File: src/rtl/program_loader.sv
`default_nettype none
// ============================================================================
// Module      : program_loader
// Description : Receives a framed program image over a valid/ready byte link,
//               assembles big-endian words, writes them to the instruction
//               store and holds the core until a checksum-verified image is in.
// Revision    : 1.0 - initial release
// ============================================================================
module program_loader #(
    parameter int                    MEMORY_DEPTH = 32,
    parameter int                    DATA_WIDTH   = 32,
    parameter logic [DATA_WIDTH-1:0] BASE_ADDRESS = '0
) (
    input  logic                  clk,
    input  logic                  reset,
    input  logic                  start,
    input  logic [7:0]            in_byte,
    input  logic                  in_valid,
    output logic                  in_ready,
    output logic                  MemWrite,
    output logic [DATA_WIDTH-1:0] WriteAddress,
    output logic [DATA_WIDTH-1:0] WriteData,
    output logic                  busy,
    output logic                  done,
    output logic                  error,
    output logic                  cpu_hold
);

    typedef enum logic [2:0] {
        S_IDLE   = 3'd0,
        S_CNT_HI = 3'd1,
        S_CNT_LO = 3'd2,
        S_DATA   = 3'd3,
        S_CHECK  = 3'd4,
        S_DONE   = 3'd5,
        S_ERROR  = 3'd6
    } state_t;

    localparam logic [31:0] MAX_WORDS = 32'(MEMORY_DEPTH);

    state_t                  state_q, state_d;
    logic [15:0]             count_q, count_d;
    logic [DATA_WIDTH-1:0]   word_q, word_d;
    logic [1:0]              byte_idx_q, byte_idx_d;
    logic [15:0]             word_idx_q, word_idx_d;
    logic [7:0]              acc_q, acc_d;
    logic                    mem_write_q, mem_write_d;
    logic [DATA_WIDTH-1:0]   wr_addr_q, wr_addr_d;
    logic [DATA_WIDTH-1:0]   wr_data_q, wr_data_d;

    logic                    xfer;
    logic [31:0]             count_full;
    logic [DATA_WIDTH-1:0]   word_offset;
    logic [DATA_WIDTH-1:0]   word_next;

    // Handshake and busy are pure functions of the state.
    always_comb begin
        busy     = (state_q == S_CNT_HI) || (state_q == S_CNT_LO) ||
                   (state_q == S_DATA)   || (state_q == S_CHECK);
        in_ready = busy;
        xfer     = in_valid && in_ready;
        done     = (state_q == S_DONE);
        error    = (state_q == S_ERROR);
        cpu_hold = (state_q != S_DONE);
    end

    // Datapath helpers: full count as seen on the count_lo byte, byte offset
    // of the current word, and the word with the incoming byte shifted in.
    always_comb begin
        count_full  = {16'd0, count_q[15:8], in_byte};
        word_offset = {{(DATA_WIDTH-18){1'b0}}, word_idx_q, 2'b00};
        word_next   = {word_q[DATA_WIDTH-9:0], in_byte};
    end

    // Next-state and register-update logic for the whole frame parser.
    always_comb begin
        state_d     = state_q;
        count_d     = count_q;
        word_d      = word_q;
        byte_idx_d  = byte_idx_q;
        word_idx_d  = word_idx_q;
        acc_d       = acc_q;
        mem_write_d = 1'b0;
        wr_addr_d   = wr_addr_q;
        wr_data_d   = wr_data_q;

        case (state_q)
            S_IDLE, S_DONE, S_ERROR: begin
                if (start) begin
                    state_d    = S_CNT_HI;
                    acc_d      = 8'd0;
                    byte_idx_d = 2'd0;
                    word_idx_d = 16'd0;
                end
            end
            S_CNT_HI: begin
                if (xfer) begin
                    count_d[15:8] = in_byte;
                    state_d       = S_CNT_LO;
                end
            end
            S_CNT_LO: begin
                if (xfer) begin
                    count_d[7:0] = in_byte;
                    if (count_full > MAX_WORDS) begin
                        state_d = S_ERROR;
                    end else if (count_full == 32'd0) begin
                        state_d = S_CHECK;
                    end else begin
                        state_d = S_DATA;
                    end
                end
            end
            S_DATA: begin
                if (xfer) begin
                    word_d     = word_next;
                    acc_d      = acc_q ^ in_byte;
                    byte_idx_d = byte_idx_q + 2'd1;
                    // Fourth byte completes a word: strobe it out next cycle.
                    if (byte_idx_q == 2'd3) begin
                        mem_write_d = 1'b1;
                        wr_data_d   = word_next;
                        wr_addr_d   = BASE_ADDRESS + word_offset;
                        word_idx_d  = word_idx_q + 16'd1;
                        if (word_idx_q == count_q - 16'd1) begin
                            state_d = S_CHECK;
                        end
                    end
                end
            end
            S_CHECK: begin
                if (xfer) begin
                    state_d = (in_byte == acc_q) ? S_DONE : S_ERROR;
                end
            end
            default: state_d = S_IDLE;
        endcase
    end

    // State and datapath registers with asynchronous reset.
    always_ff @(posedge clk or posedge reset) begin
        if (reset) begin
            state_q     <= S_IDLE;
            count_q     <= 16'd0;
            word_q      <= '0;
            byte_idx_q  <= 2'd0;
            word_idx_q  <= 16'd0;
            acc_q       <= 8'd0;
            mem_write_q <= 1'b0;
            wr_addr_q   <= '0;
            wr_data_q   <= '0;
        end else begin
            state_q     <= state_d;
            count_q     <= count_d;
            word_q      <= word_d;
            byte_idx_q  <= byte_idx_d;
            word_idx_q  <= word_idx_d;
            acc_q       <= acc_d;
            mem_write_q <= mem_write_d;
            wr_addr_q   <= wr_addr_d;
            wr_data_q   <= wr_data_d;
        end
    end

    // Write port driven straight from registers.
    always_comb begin
        MemWrite     = mem_write_q;
        WriteAddress = wr_addr_q;
        WriteData    = wr_data_q;
    end

endmodule
`default_nettype wire

File: config.mk
export PLATFORM = sky130hd
export DESIGN_NAME = program_loader
export DESIGN_NICKNAME = d
export VERILOG_FILES = /design/src/rtl/program_loader.sv
export SDC_FILE = /design/constraint.sdc
export NUM_CORES = 1
export LEC_CHECK = 0
export ABC_AREA = 1
export CAP_MARGIN = 20
export CORE_UTILIZATION = 49
export DETAILED_ROUTE_END_ITERATION = 8
export PLACE_DENSITY_LB_ADDON = 0.12
export SLEW_MARGIN = 25
export SYNTH_ARGS = -nofsm -noshare
export SYNTH_HDL_FRONTEND = slang
export SYNTH_SLANG_ARGS = --single-unit
File: constraint.sdc
create_clock -name clk -period 3.9 [get_ports clk]
set_input_delay 0.975 -clock clk [delete_from_list [all_inputs] [get_ports clk]]
set_output_delay 0.975 -clock clk [all_outputs]
set_load 0.005 [all_outputs]
==> flow_metrics.env, run 1 <==
export IMPL_status="completed"
export IMPL_max_cap_viol_count=0
export IMPL_ys_seq_area_frac=0.5168
export IMPL_fin_tns_setup_ps=0
export IMPL_endpoint_kind="output pin"
export IMPL_timing_slew_headroom=0.4934
export IMPL_synth_common_cells="195 x nand2_1, 118 x dfrtp_1, 109 x o21ai_0, 81 x inv_1, 43 x nor2_1"
export IMPL_finalClockSkew_ps=9.009
export IMPL_cts_hold_buf=0
export IMPL_fmax_mhz=316.3
export IMPL_numCtsBuffers=17
export IMPL_die_w_um=110.0
export IMPL_numClockSinks=118
export IMPL_wirelength_um=13040
export IMPL_area_growth_pct=24.04
export IMPL_final_cells=923
export IMPL_place_inst=891
export IMPL_hold_path_end="WriteAddress[14]"
export IMPL_cp_top_family="buffers and inverters"
export IMPL_insertion_delay_ps=410
export IMPL_placed_area_um2=6494
export IMPL_cpMostUsedCell="inv_1"
export IMPL_drtPass1Iterations=5
export IMPL_multi_input_area_um2=2305
export IMPL_cts_root_buf="clkbuf_16"
export IMPL_setup_viol=0
export IMPL_crit_slowest_cell="clkdlybuf4s50_1"
export IMPL_synth_adder_area_share=0.006569
export IMPL_ctsHtreeMaxLevel=4
export IMPL_async_flop_share=1.000
export IMPL_grt_pass1_vias=4427
export IMPL_yosys_area_top_type_share=0.5168
export IMPL_grt_antenna_before_repair=0
export IMPL_cts_buffer_depth=2
export IMPL_drt_first_iter_violations=260
export IMPL_tritoncts="yes"
export IMPL_synth_mux_area_frac=0
export IMPL_netlist_area_um2=5714
export IMPL_drc=0
export IMPL_die_h_um=110.0
export IMPL_cpPeakStageDelay_ps=470
export IMPL_r2r_start="count_q[0]"
export IMPL_rr_worst_depth=15
export IMPL_power_density_nw_per_um2=642.1
export IMPL_path_cells="inv_1 -> nor2_2 -> nand2_2 -> inv_1 -> or2_1 -> inv_1 -> nand3_1 -> clkdlybuf4s50_1"
export IMPL_peakVddDrop_v=0.0004498
export IMPL_timing_rr_end="state_q[1]"
export IMPL_initial_utilization=0.5026
export IMPL_die_area_um2=12100
export IMPL_crit_buf_inv=4
export IMPL_synthFlopType="dfrtp_1"
export IMPL_critPathLaunchType="register"
export IMPL_io_pins=82
export IMPL_num_rows=39
export IMPL_viasPerCell=5.016
export IMPL_hold_path_depth=2
export IMPL_synthDistinctLibCells=36
export IMPL_synth_xor_area_share=0.04379
export IMPL_yosysTopAreaCell="dfrtp_1"
export IMPL_finalCriticalPeriod_ps=3161
export IMPL_synth_area_leaders="dfrtp_1 52%, nand2_1 13%, o21ai_0 9.5%"
export IMPL_routedWlPerCell_um=14.13
export IMPL_dr_total_vias=4630
export IMPL_p_leak_uw=0.003409
export IMPL_arrival_ps=2190
export IMPL_design_area_um2=7088
export IMPL_synth_cells=695
export IMPL_grt_pass1_wl_um=21690
export IMPL_synth_seq_cells=118
export IMPL_synth_edf_count=0
export IMPL_required_ps=2920
export IMPL_fill_cells=974
export IMPL_path_class="register to output pin"
export IMPL_slew_violations=0
export IMPL_dp_hpwl_um=9415
export IMPL_post_cts_resized=0
export IMPL_ff2ff_setup_slack_ps=1650
export IMPL_path_clk_slew_ps=50
export IMPL_drive_above_1_share=0.07179
export IMPL_finalNetCount=782
export IMPL_cp_max_fo=6
export IMPL_io_buffers=65
export IMPL_worst_slew_pin_slew_ps=758.3
export IMPL_hold_violations=0
export IMPL_final_util=0.6234
export IMPL_grt_util_all_layers=0.2397
export IMPL_synth_compound_gate_area_share=0.1147
export IMPL_regArea_um2=2953
export IMPL_hp_start="WriteAddress[14]"
export IMPL_coreArea_um2=11370
export IMPL_post_cts_buffers=0
export IMPL_yosys_area_share_simple=0.2273
export IMPL_synth_top_family_by_area="simple AND/OR/NAND/NOR gates"
export IMPL_grt_start_max_net_pins=52
export IMPL_rsz0062_at_grt="false"
export IMPL_synth_most_common_cell="nand2_1"
export IMPL_diodes=0
export IMPL_grt_ovfl_total=0
export IMPL_hp_class="register to register"
export IMPL_synth_area_per_cell_um2=8.222
export IMPL_routabilityCongestion=0.9268
export IMPL_antenna_left=0
export IMPL_yosys_warnings=0
export IMPL_power_uw=4551
export IMPL_post_route_period_util=0.8106
-- through the flow --
step | setup WS (ps) | hold WS [ps]
final | 738.8 | 477.0
after global routing | 575.6 | 500.3
after CTS | 736.8 | 481.6
after detailed placement | 1061 | 468.1
after global placement | 1085 | 465.5
after floorplan | 1484 | 442.2
-- cells by family after synthesis --
kind of cell,count (synthesis)
AOI/OAI and AO/OA,127
buffers and inverters,120
adders and majority gates,3
xor gates and xnor gates,27
and+or+nand+nor,299
DFF,118
other,1
-- how the worst max path moves through the flow --
stage / endpoint / cells past startpoint / slack, ps / start
floorplan: MemWrite / 1 / 1480 / reset
global placement: WriteAddress[2] / 8 / 1090 / in_valid
detailed placement: WriteAddress[2] / 8 / 1060 / in_valid
CTS: busy / 8 / 740 / state_q[1]
global route: busy / 8 / 580 / state_q[1]
finish: busy / 8 / 740 / state_q[1]
-- sequential cells by signal, summed over array words and instances, names as in the netlist --
register      count
MemWrite          1
byte_idx_q        2
word_idx_q       16
WriteAddress     16
state_q           3
WriteData        32
word_q           24
count_q          16
acc_q             8
-- power breakdown --
part	switching [µW]	leakage [µW]	internal, µW
sequential	204	0.00158	1490
combinational	818	0.00154	479
clock	528	0.000292	1040
total	1550	0.00341	3000
-- worst min-delay path: cells and delay by family (launching register included) --
kind / cells / cell delay (ps)
flops: 1 / 340
simple gates: 2 / 100
-- layout make-up --
type / instances / share of cell area
Sequential cell: 118 / 0.4166
Multi-Input combinational cell: 472 / 0.3252
Timing Repair Buffer: 76 / 0.1052
Clock buffer: 24 / 0.06655
Inverter: 82 / 0.04395
Tap cell: 143 / 0.02524
Clock inverter: 8 / 0.01730
-- placed cells by master (no fill, tap or decap), drive strengths merged, types with 3 or more instances in the layout --
cell             n
o21ai          111
a21oi            9
clkdlybuf4s50   65
ha               3
nor2            50
nand2          199
o31ai            5
xor2            13
nand3           26
buf             11
dfrtp          118
nor3             9
nand3b           7
inv             81
clkinv           5
clkbuf          24
bufinv           3
conb            16
xnor2           13
-- routing by layer --
metal / part of all wire / up-vias / global-route usage
li1: - / 2314 / -
met1: 0.48 / 2165 / 0.3396
met2: 0.46 / 133 / 0.3589
met3: 0.041 / 18 / 0.04586
met4: 0.016 / 0 / 0.1038
met5: 0 / - / 0
(Power assumes the default switching activity.)
==> run 2: changes to the inputs <==
==> constraint.sdc (replaced) <==
create_clock -name clk -period 2.66 [get_ports clk]
set_input_delay 0.665 -clock clk [delete_from_list [all_inputs] [get_ports clk]]
set_output_delay 0.665 -clock clk [all_outputs]
set_load 0.005 [all_outputs]
==> flow_metrics.env, run 2 (synthesized netlist as in run 1, its figures left out) <==
export IMPL_crit_slowest_cell="clkdlybuf4s50_1"
export IMPL_die_h_um=110.0
export IMPL_numClockSinks=118
export IMPL_cpMostUsedCell="inv_1"
export IMPL_coreArea_um2=11370
export IMPL_cpPeakStageDelay_ps=490
export IMPL_drc=0
export IMPL_cts_buffer_depth=2
export IMPL_cts_root_buf="clkbuf_16"
export IMPL_peakVddDrop_v=0.0005621
export IMPL_arrival_ps=1860
export IMPL_rsz0062_at_grt="false"
export IMPL_numCtsBuffers=17
export IMPL_finalClockSkew_ps=16.20
export IMPL_endpoint_kind="output pin"
export IMPL_finalNetCount=782
export IMPL_status="completed"
export IMPL_max_cap_viol_count=0
export IMPL_grt_util_all_layers=0.2434
export IMPL_power_density_nw_per_um2=952.5
export IMPL_dp_hpwl_um=9461
export IMPL_path_cells="inv_1 -> nor2_1 -> nand2_1 -> inv_1 -> clkdlybuf4s50_1"
export IMPL_initial_utilization=0.5026
export IMPL_worst_slew_pin_slew_ps=624.4
export IMPL_drive_above_1_share=0.08590
export IMPL_wirelength_um=13370
export IMPL_path_clk_slew_ps=50
export IMPL_largest_register_ffs=32
export IMPL_area_growth_pct=24.79
export IMPL_routedWlPerCell_um=14.48
export IMPL_insertion_delay_ps=420
export IMPL_drtPass1Iterations=5
export IMPL_antenna_left=0
export IMPL_dr_total_vias=4684
export IMPL_num_rows=39
export IMPL_power_uw=6792
export IMPL_drt_first_iter_violations=345
export IMPL_die_w_um=110.0
export IMPL_grt_pass1_wl_um=21980
export IMPL_finalCriticalPeriod_ps=2526
export IMPL_grt_ovfl_total=0
export IMPL_timing_slew_headroom=0.5838
export IMPL_slew_violations=0
export IMPL_grt_pass1_vias=4447
export IMPL_p_leak_uw=0.003428
export IMPL_ctsHtreeMaxLevel=4
export IMPL_required_ps=2000
export IMPL_viasPerCell=5.075
export IMPL_diodes=0
export IMPL_cts_hold_buf=0
export IMPL_fmax_mhz=395.8
export IMPL_grt_antenna_before_repair=0
export IMPL_post_route_period_util=0.9497
export IMPL_hp_class="register to register"
export IMPL_setup_viol=0
export IMPL_layout_common_cells="194 x nand2_1, 115 x dfrtp_1, 109 x o21ai_0"
export IMPL_critPathLaunchType="register"
export IMPL_cp_max_fo=4
export IMPL_grt_start_max_net_pins=119
export IMPL_tritoncts="yes"
export IMPL_fill_cells=1014
export IMPL_die_area_um2=12100
export IMPL_path_class="register to output pin"
export IMPL_hold_violations=0
export IMPL_fin_tns_setup_ps=0
export IMPL_io_buffers=65
export IMPL_io_pins=82
export IMPL_final_common_cell="nand2_1"
export IMPL_routabilityCongestion=0.9294
export IMPL_cp_top_family="buffers and inverters"
export IMPL_crit_buf_inv=3
## run 2: changes by cell type in the layout (fill, tap and decap cells not counted), moves of 2 or more
| cell | delta |
|---|---|
| dfrtp_1 | -3 |
| inv_2 | +3 |
| clkbuf_1 | -4 |
| inv_1 | -3 |
| dfrtp_2 | +3 |
| clkinvlp_4 | +3 |
| clkinv_2 | +2 |
| clkdlybuf4s50_1 | -2 |
## run 2: layout make-up
class / count / area [µm²] / area share
tap: 143 / 178.9 / 0.02509
inverter: 82 / 311.5 / 0.04369
clock buffer: 19 / 442.9 / 0.06212
multi-input combinational: 472 / 2326 / 0.3262
clock inverter: 13 / 155.1 / 0.02176
sequential: 118 / 2957 / 0.4146
timing repair buffer: 76 / 759.5 / 0.1065
## run 2: metrics by stage
stage / cells / hold WS, ps / area, µm² / setup WS (ps) / util
6_report: 923 / 474.6 / 7131 / 133.7 / 0.6272
5_1_grt: 923 / 505.1 / 7131 / 59.65 / 0.6272
4_1_cts: 923 / 473.3 / 7126 / 19.63 / 0.6267
3_5_place_dp: 889 / 464.7 / 6491 / 271.4 / 0.5709
3_3_place_gp: 889 / 463.2 / 6491 / 299.4 / 0.5709
2_1_floorplan: 710 / 442.2 / 5774 / 553.6 / -
## run 2: routing by layer
layer	up-vias	global-route usage	part of all wire
met1	2219	0.3315	0.48
met4	0	0.1067	0.020
li1	2312	-	-
met2	130	0.3750	0.46
met3	23	0.05173	0.039
met5	-	0	0
## run 2: where the power goes
group | internal (µW) | switching [µW] | total (µW)
Combinational | 731 | 1250 | 1980
Sequential | 2180 | 334 | 2520
Clock | 1490 | 805 | 2290
## run 2: path summary, 6_finish.rpt
kind	from	endpoint	slack [ps]	depth (start not counted)
worst max-delay path	state_q[0]	done	130	5
worst min-delay path	word_q[8]	word_q[16]	470	2
worst max register to register	count_q[0]	state_q[1]	410	15
worst min register to register	word_q[8]	word_q[16]	470	2
max in group asynchronous	reset	state_q[0]	1380	3
min in group asynchronous	reset	WriteData[25]	790	3
## run 2: repair_timing
item / CTS / global route
resized for setup: 8 / 4
endpoints found under the setup margin: 2 / 1
setup buffers: 2 / 0
## run 2: worst register-to-register path: stages, from the launching register on
cell	delay [ps]
dfrtp_1	400
inv_1	140
ha_1	250
nand2_1	120
nor2_2	250
nand2_1	80
nand2_1	60
nand2_1	50
nor2_1	90
nand2_1	60
nor2_1	140
nand2_1	80
nand2_1	140
nand2_1	120
nand2_1	80
nand2_1	60
==> run 3: changes to the inputs <==
==> constraint.sdc (replaced) <==
create_clock -name clk -period 2.66 [get_ports clk]
set_input_delay 0.532 -clock clk [delete_from_list [all_inputs] [get_ports clk]]
set_output_delay 0.532 -clock clk [all_outputs]
set_load 0.005 [all_outputs]
==> flow_metrics.env, run 3 (synthesized netlist as in run 1, its figures left out) <==
export IMPL_cpMostUsedCell="inv_2"
export IMPL_crit_slowest_cell="clkdlybuf4s50_1"
export IMPL_drive_above_1_share=0.07474
export IMPL_cpPeakStageDelay_ps=480
export IMPL_setup_viol=0
export IMPL_ctsHtreeMaxLevel=4
export IMPL_p_leak_uw=0.003404
export IMPL_power_uw=6658
export IMPL_post_route_period_util=0.9791
export IMPL_drc=0
export IMPL_wirelength_um=13300
export IMPL_switching_power_uw=2359
export IMPL_drtPass1Iterations=6
export IMPL_hp_class="register to register"
export IMPL_cts_buffer_depth=2
export IMPL_seqPwrFrac=0.375
export IMPL_arrival_ps=2070
export IMPL_routedWlPerCell_um=14.47
export IMPL_io_pins=82
export IMPL_sw_frac_of_total=0.3543
export IMPL_dr_total_vias=4670
export IMPL_timing_slew_headroom=0.6585
export IMPL_power_density_nw_per_um2=940.2
export IMPL_grt_ovfl_total=0
export IMPL_critPathLaunchType="register"
export IMPL_die_area_um2=12100
export IMPL_grt_pass1_vias=4366
export IMPL_p_int_uw=4299
export IMPL_dp_hpwl_um=9294
export IMPL_status="completed"
export IMPL_final_util=0.6229
export IMPL_p_clk_frac=0.333
export IMPL_die_w_um=110.0
export IMPL_design_area_um2=7082
export IMPL_io_buffers=65
export IMPL_grt_start_max_net_pins=79
export IMPL_cts_hold_buf=0
export IMPL_max_cap_viol_count=0
export IMPL_slew_violations=0
export IMPL_p_comb_frac=0.292
export IMPL_coreArea_um2=11370
export IMPL_diodes=0
export IMPL_post_cts_buffers=0
export IMPL_grt_util_all_layers=0.2373
export IMPL_peakVddDrop_v=0.0005515
export IMPL_cp_max_fo=6
export IMPL_grt_antenna_before_repair=0
export IMPL_path_clk_slew_ps=60
export IMPL_cts_root_buf="clkbuf_16"
export IMPL_fmax_mhz=384.0
export IMPL_finalCriticalPeriod_ps=2604
export IMPL_whs_ps=474.2
export IMPL_die_h_um=110.0
export IMPL_hold_violations=0
export IMPL_path_cells="inv_2 -> nor2_4 -> nand2_4 -> inv_2 -> or2_1 -> inv_1 -> nand3_1 -> clkdlybuf4s50_1"
export IMPL_endpoint_kind="output pin"
export IMPL_viasPerCell=5.082
export IMPL_final_common_cell="nand2_1"
export IMPL_layout_common_cells="194 x nand2_1, 118 x dfrtp_1, 109 x o21ai_0"
export IMPL_numCtsBuffers=17
export IMPL_crit_buf_inv=4
export IMPL_antenna_left=0
export IMPL_area_growth_pct=23.93
export IMPL_num_rows=39
export IMPL_required_ps=2130
export IMPL_tritoncts="yes"
export IMPL_insertion_delay_ps=410
export IMPL_worst_slew_pin_slew_ps=510.9
export IMPL_placed_area_um2=6489
export IMPL_largest_register_ffs=32
export IMPL_initial_utilization=0.5026
export IMPL_finalNetCount=778
export IMPL_path_class="register to output pin"
export IMPL_routabilityCongestion=0.8856
export IMPL_finalClockSkew_ps=8.255
export IMPL_drt_first_iter_violations=350
export IMPL_cp_top_family="buffers and inverters"
export IMPL_grt_pass1_wl_um=21640
export IMPL_numClockSinks=118
-- run 3: tightest hold or removal path: stages (launching register included) --
cell and delay, ps:
dfrtp_1 340, nand2_1 50, nand2_1 50
-- run 3: area by class of cell --
type / instances / area, µm²
Fill cell: 1005 / 4288
Sequential cell: 118 / 2953
Multi-Input combinational cell: 472 / 2320
Timing Repair Buffer: 72 / 743.2
Clock buffer: 20 / 446.7
Inverter: 82 / 311.5
Tap cell: 143 / 178.9
Clock inverter: 12 / 128.9
-- run 3: what timing repair did --
action	in CTS	in global routing
cloned	0	0
endpoints found under the setup margin	2	2
gates resized for setup	1	5
pin swaps	0	0
-- run 3: path summary, 6_finish.rpt --
| check | start | end | slack [ps] | depth (start not counted) |
|---|---|---|---|---|
| setup / recovery | state_q[1] | in_ready | 60 | 8 |
| hold / removal | WriteData[31] | WriteData[31] | 470 | 2 |
| setup reg to reg | count_q[0] | state_q[1] | 450 | 15 |
| hold reg to reg | WriteData[31] | WriteData[31] | 470 | 2 |
| max in group asynchronous | reset | count_q[4] | 1670 | 3 |
| min in group asynchronous | reset | WriteData[30] | 580 | 3 |
-- run 3: layer usage --
metal / vias to the layer above / GRT usage / share of wire
met5: - / 0 / 0
met4: 0 / 0.09333 / 0.019
met3: 23 / 0.04703 / 0.039
met2: 129 / 0.3616 / 0.46
met1: 2204 / 0.3338 / 0.48
li1: 2314 / - / -
-- run 3: stage by stage --
step                instances  setup WS (ps)  TNS [ps]
floorplan                 710          686.6         0
global placement          887          362.8         0
detailed placement        887          356.3         0
CTS                       919          8.011         0
global route              919         -1.932    -1.932
finish                    919          55.50         0
-- run 3: power groups by stage --
stage,registers [µW],logic [µW],clock network (µW)
floorplan,2420,1480,0
global placement,2500,1860,0
CTS,2480,1940,2240
finish,2490,1950,2220
detailed placement,2500,1910,0
global route,2550,2220,2320
